File: config.mk
export PLATFORM = sky130hd
export DESIGN_NAME = aha_sram_arb2
export DESIGN_NICKNAME = d
export VERILOG_FILES = /design/src/rtl/aha_sram_arb2.sv
export SDC_FILE = /design/constraint.sdc
export NUM_CORES = 1
export LEC_CHECK = 0
export CORE_AREA = 5 5 176 178
export CTS_CLUSTER_SIZE = 8
export DETAILED_ROUTE_END_ITERATION = 8
export DIE_AREA = 0 0 181 183
export PLACE_DENSITY = 0.47
export SYNTH_ARGS = -nofsm -noshare
export SYNTH_HDL_FRONTEND = slang
export SYNTH_SLANG_ARGS = --single-unit
File: constraint.sdc
create_clock -name CLK -period 2 [get_ports CLK]
set_input_delay 0.2 -clock CLK [delete_from_list [all_inputs] [get_ports CLK]]
set_output_delay 0.2 -clock CLK [all_outputs]
set_load 0.01 [all_outputs]
File: src/rtl/aha_sram_arb2.sv
// Two-port round-robin arbiter and command sequencer for a single-port SRAM wrapper.
// Optional zero-fill after reset: define AHA_SRAM_ARB_ZERO_INIT_EN.
//
// state   | meaning
// ST_INIT | writing zero to every address, requesters held off
// ST_RUN  | normal arbitration of port 0 / port 1 traffic
module aha_sram_arb2 #(
  parameter int ADDR_W = 12,
  parameter int DATA_W = 64,
  localparam int STRB_W = DATA_W / 8
) (
  input  logic              CLK,
  input  logic              RESETn,
  input  logic              p0_valid,
  output logic              p0_ready,
  input  logic              p0_write,
  input  logic [STRB_W-1:0] p0_strb,
  input  logic [ADDR_W-1:0] p0_addr,
  input  logic [DATA_W-1:0] p0_wdata,
  output logic              p0_rvalid,
  output logic [DATA_W-1:0] p0_rdata,
  input  logic              p1_valid,
  output logic              p1_ready,
  input  logic              p1_write,
  input  logic [STRB_W-1:0] p1_strb,
  input  logic [ADDR_W-1:0] p1_addr,
  input  logic [DATA_W-1:0] p1_wdata,
  output logic              p1_rvalid,
  output logic [DATA_W-1:0] p1_rdata,
  output logic              init_done,
  output logic              sram_cen,
  output logic [STRB_W-1:0] sram_wen,
  output logic [ADDR_W-1:0] sram_a,
  output logic [DATA_W-1:0] sram_d,
  input  logic [DATA_W-1:0] sram_q
);

  logic              run;
  logic              fill;
  logic [ADDR_W-1:0] fill_addr;
  logic              rr_ptr;
  logic              rd_v1;
  logic              rd_p1;
  logic              sel_write;
  logic [STRB_W-1:0] sel_strb;
  logic [ADDR_W-1:0] sel_addr;
  logic [DATA_W-1:0] sel_wdata;

`ifdef AHA_SRAM_ARB_ZERO_INIT_EN
  typedef enum logic {ST_INIT, ST_RUN} state_t;
  state_t            state_q, state_d;
  logic [ADDR_W-1:0] cnt_q, cnt_d;

  always_ff @(posedge CLK) begin
    if (!RESETn) begin
      state_q <= ST_INIT;
      cnt_q   <= '0;
    end else begin
      state_q <= state_d;
      cnt_q   <= cnt_d;
    end
  end

  always_comb begin
    state_d = state_q;
    cnt_d   = cnt_q;
    fill    = 1'b0;
    case (state_q)
      ST_INIT: begin
        fill  = 1'b1;
        cnt_d = cnt_q + 1'b1;
        if (&cnt_q) state_d = ST_RUN;
      end
      ST_RUN: ;
      default: state_d = ST_INIT;
    endcase
  end

  assign run       = (state_q == ST_RUN);
  assign fill_addr = cnt_q;
`else
  logic done_q;

  always_ff @(posedge CLK) begin
    if (!RESETn) done_q <= 1'b0;
    else         done_q <= 1'b1;
  end

  assign run       = done_q;
  assign fill      = 1'b0;
  assign fill_addr = '0;
`endif

  assign init_done = run;

  // rr_ptr names the port that wins when both are valid (0 = port 0)
  assign p0_ready = run & p0_valid & (~p1_valid | ~rr_ptr);
  assign p1_ready = run & p1_valid & (~p0_valid |  rr_ptr);

  always_comb begin
    sel_write = p0_write;
    sel_strb  = p0_strb;
    sel_addr  = p0_addr;
    sel_wdata = p0_wdata;
    if (p1_ready) begin
      sel_write = p1_write;
      sel_strb  = p1_strb;
      sel_addr  = p1_addr;
      sel_wdata = p1_wdata;
    end
  end

  always_ff @(posedge CLK) begin
    if (!RESETn) begin
      sram_cen  <= 1'b1;
      sram_wen  <= '1;
      sram_a    <= '0;
      sram_d    <= '0;
      rr_ptr    <= 1'b0;
      rd_v1     <= 1'b0;
      rd_p1     <= 1'b0;
      p0_rvalid <= 1'b0;
      p1_rvalid <= 1'b0;
    end else begin
      sram_cen <= 1'b1;
      sram_wen <= '1;
      rd_v1    <= 1'b0;
      if (fill) begin
        sram_cen <= 1'b0;
        sram_wen <= '0;
        sram_a   <= fill_addr;
        sram_d   <= '0;
      end else if (p0_ready || p1_ready) begin
        sram_a <= sel_addr;
        sram_d <= sel_wdata;
        // next preference goes to whichever port did not just win
        rr_ptr <= p0_ready;
        if (!sel_write) begin
          sram_cen <= 1'b0;
          rd_v1    <= 1'b1;
          rd_p1    <= p1_ready;
        end else if (|sel_strb) begin
          sram_cen <= 1'b0;
          sram_wen <= ~sel_strb;
        end
      end
      p0_rvalid <= rd_v1 & ~rd_p1;
      p1_rvalid <= rd_v1 &  rd_p1;
    end
  end

  assign p0_rdata = p0_rvalid ? sram_q : '0;
  assign p1_rdata = p1_rvalid ? sram_q : '0;

endmodule
# [After elaboration in Yosys (flattened, before gate mapping)]
# Cells that the tools add are included.
[classes] n_mul=0 n_reduce_logical=5 order_cmp=0 n_shift=0 muxes=10 div=0 eq_ne=0 add_sub_neg=0 bitwise_logic=14
[op_table] op="$mux 64" n=3
[op_table] op="$mux 12" n=1
[op_table] op="$mux 8" n=1
[op_table] op="$not 8->8" n=1
[op_table] op="$reduce_or 8->1" n=1
[op_table] op="$and 1x1->1" n=6
[op_table] op="$mux 1" n=5
[op_table] op="$not 1->1" n=5
[op_table] op="$reduce_and 2->1" n=2
[op_table] op="$reduce_and 4->1" n=1
[op_table] op="$or 1x1->1" n=2
[op_table] op="$logic_or 1x1->1" n=1
[totals] mem_bits_ro=0 latch_bits=0 out_inout_bits=218 in_bits=238 reg_bits=91 memories=0 mem_bits_rw=0

# [Depth between registers and ports, before layout]
# Gate-level depths: netlist of the first run.
[logic_depth] depth_word=7 ltp_mapped=7

# [Worst setup path before layout of the first run]
# OpenSTA, ideal clock, no wires.
[synth_timing] kind="reg2out" startpoint="register done_q (netlist: init_done)" endpoint="output port p0_ready" path_slack_ns=0.598 required_ns=1.800 arrival_ns=1.202 n_path_buf=3 path_stages_with_launch=7 cell_sequence="dfxtp_1 nand2_1 a21o_1 clkbuf_1 buf_4 buf_2 inv_1"
[synth_via] elab_chain_cells=2
[synth_lines] item="from (decl)" line_no="82" rtl="logic done_q;"
[synth_lines] item="from (signal assigned)" line_no="85" rtl="if (!RESETn) done_q <= 1'b0;"
[synth_lines] item="from (signal assigned)" line_no="86" rtl="else done_q <= 1'b1;"
[synth_lines] item="$and 1x1->1 (2 in series)" line_no="97" rtl="assign p0_ready = run & p0_valid & (~p1_valid | ~rr_ptr);"
[synth_lines] item="to (decl)" line_no="15" rtl="output logic p0_ready,"
# No other way between the ends.

# [Worst setup path after layout of the first run]
[layout_timing] startpoint="register p1_rvalid" endpoint="output port p1_rdata[57]"
[layout_via] elab_chain_cells=1
[layout_lines] item="from (decl)" line_no="28" rtl="output logic p1_rvalid,"
[layout_lines] item="from (signal assigned)" line_no="148" rtl="p1_rvalid <= rd_v1 & rd_p1;"
[layout_lines] item="$mux 64" line_no="153" rtl="assign p1_rdata = p1_rvalid ? sram_q : '0;"
[layout_lines] item="to (decl)" line_no="29" rtl="output logic [DATA_W-1:0] p1_rdata,"
# No other way between the ends.

==> reports/metrics.cfg, run 1 <==
[outcome]
status=finished, final reports clean

[final_layout]
reg_top3=sram_d: 64 flops, sram_a: 12 flops, sram_wen: 8 flops
area_growth_pct=121
largest_reg_flops=64
nets=1213
finish.utilization_pct=33.0
drive_above_1_share_pct=4.09
top_register=sram_d
nFillCells=3131

[setup_path]
path_max_fanout=65
slowest_delay_ns=0.59
worstPathRequired_ns=1.80
start_kind=register
critPathKind=register to output port
endpoint_kind=output port
worst_path_max_delay_cell=clkdlybuf4s50_1
crit_buf_inv=2
crit_chain=buf_12 > and2_1 > clkdlybuf4s50_1
crit_family=buffers and inverters
cp.arrival_ns=1.70

[route]
totalWireLength_um=26700
dr.pass1.iters=5
wire_per_inst_um=19.4
route.met3.wl_um=2570
m1WireLength_um=9150
highest_layer=met5
drc=0
vias_per_cell=4.04
ant_nets=0
drtIter0Drc=118
wl_met2_um=14400
dr_total_vias=5543

[global_route]
grtUsageTotal_pct=15.1
grt_max_degree=66
grt_pass1_wl_um=37700
antenna_found_initial=5
overflow=0
first_global_vias=5802

[yosys]
syn_avg_cell_area_um2=7.97
synthFlopType=dfxtp_1
synth_nets=785
synthMostInstantiatedCell=and2_1
syn_inst=547
synth-async-reset-ratio_pct=0
ys_ff_latch=91
ys.warnings.count=0
synth_edf_count=0
synth.cell_area_mm2=0.00436
synth_commonest_cells=130 x and2_1, 91 x dfxtp_1, 78 x nor2_1
synth_top_area_share_pct=41.8
synth_cell_types=32
synth_area_leaders=dfxtp_1 42%, and2_1 19%, o22ai_1 11%
seq_area_frac_synth_pct=41.8
synth_largest_area_cell=dfxtp_1

[clock_tree]
cts.clk_slew.worst_paths_ns=0.06
clock_tree.buffer_depth=2
cts_root_buffer=clkbuf_16
clkLatencyLatePin_ns=0.34
cts_num_sinks=91
htree_num_levels=3
hold_buffers=0
cts_tree=built
cts_buffers=9

[timing]
setup_tns_ns=0
worst_slack_ns=0.0965
finalHoldViolations=0
layout_min_cycle_time_ns=1.90
maxSlewHeadroom_pct=53.8
worstMarginPinSlew_ns=0.693
grt_setup_unrepaired=false
fin_skew_ns=0.0108
drv_slew=0
fmax_mhz=525
setup_viol=0
fin_crit_sh_pct=95.2

[power_and_ir_drop]
power_density_mw_per_mm2=543
ir_drop_mv=0.358
power.total_mw=5.25
cellLeakagePower_nw=3.60

[placed_design]
place.gp.congestion=0.772
port_buffers=455
dp_slack_ns=0.0506
dpl.hpwl_um=22000

[hold_path]
hold_class=input pin to register

[floorplan]
start_util_pct=14.9
num_io_pins=456
fp.dieW_um=181
fp.coreArea_mm2=0.0292
die_h_um=183
num_rows=63
die-area_mm2=0.0331

[run]
drv_cap=0

-- layout make-up --
class                      count  area, µm²  area share [%]
sequential                    91       1820            18.9
clock inverter                 5       62.6           0.648
inverter                       2       7.51          0.0777
timing repair buffer         467       4710            48.8
clock buffer                  10        239            2.47
multi-input combinational    404       2320            24.0
tap                          390        488            5.05
antenna                        2       5.00          0.0518
-- timing repair --
action                                  in CTS  in global routing
setup buffers                                0                  0
endpoints found under the setup margin       0                  5
gates resized for setup                      0                  6
-- worst reg2reg max path, delay by kind of cell, from the launching register on --
family | cells | cell delay (ns)
flops | 1 | 0.35
buf+inv | 2 | 0.68
compound gates | 1 | 0.13
simple gates | 3 | 0.35
-- logic make-up after synthesis --
kind of cell / share of synthesized area, %
buffers and inverters: 5.48
muxes: 1.81
AOI/OAI and AO/OA: 22.0
and+or+nand+nor: 28.9
DFF: 41.8
-- power by group --
| part | switching, mW | internal (mW) | leakage [nW] | total, mW |
|---|---|---|---|---|
| Sequential | 0.0838 | 1.97 | 0.755 | 2.06 |
| Combinational | 0.541 | 0.873 | 2.70 | 1.41 |
| Clock | 0.770 | 1.00 | 0.141 | 1.77 |
-- metal layers --
metal / vias to the layer above / GRT usage, %
met4: 2 / 4.35
met3: 23 / 5.73
met1: 2485 / 14.7
met5: - / 0
li1: 2733 / -
met2: 300 / 29.5
-- placed cells by master (no fill, tap or decap), drive strengths merged, types with 3 or more instances in the layout --
cell / instances
dfxtp: 91
nor2: 78
clkbuf: 10
o22ai: 76
o21ai: 4
or4: 4
a21oi: 76
and2: 131
inv: 3
mux2: 7
clkdlybuf4s50: 450
buf: 13
dlymetal6s2s: 4
nand2: 14
-- stage by stage --
step	hold slack [ns]	instance area [µm²]	cells
after detailed placement	0.423	9330	1354
after global placement	0.412	9330	1354
after CTS	0.337	9630	1369
after floorplan	0.228	4360	547
after global routing	0.380	9660	1371
final	0.373	9660	1371
-- worst paths after layout --
kind | startpoint | end | slack, ns | cells past startpoint
setup / recovery | p1_rvalid$_SDFF_PN0_ | p1_rdata[57] | 0.1 | 3
hold / removal | RESETn | sram_wen[4]$_SDFF_PN1_ | 0.37 | 3
setup reg to reg | init_done$_DFF_P_ | sram_d[35]$_SDFFE_PN0P_ | 0.42 | 6
hold reg to reg | rd_v1$_SDFF_PN0_ | p0_rvalid$_SDFF_PN0_ | 0.43 | 2
(Power assumes the default switching activity.)
==> inputs of run 2 (changes only) <==
- CAP_MARGIN: default -> 20
==> results of run 2 <==
Final layout, timing and power as in run 1 (identical DEF).
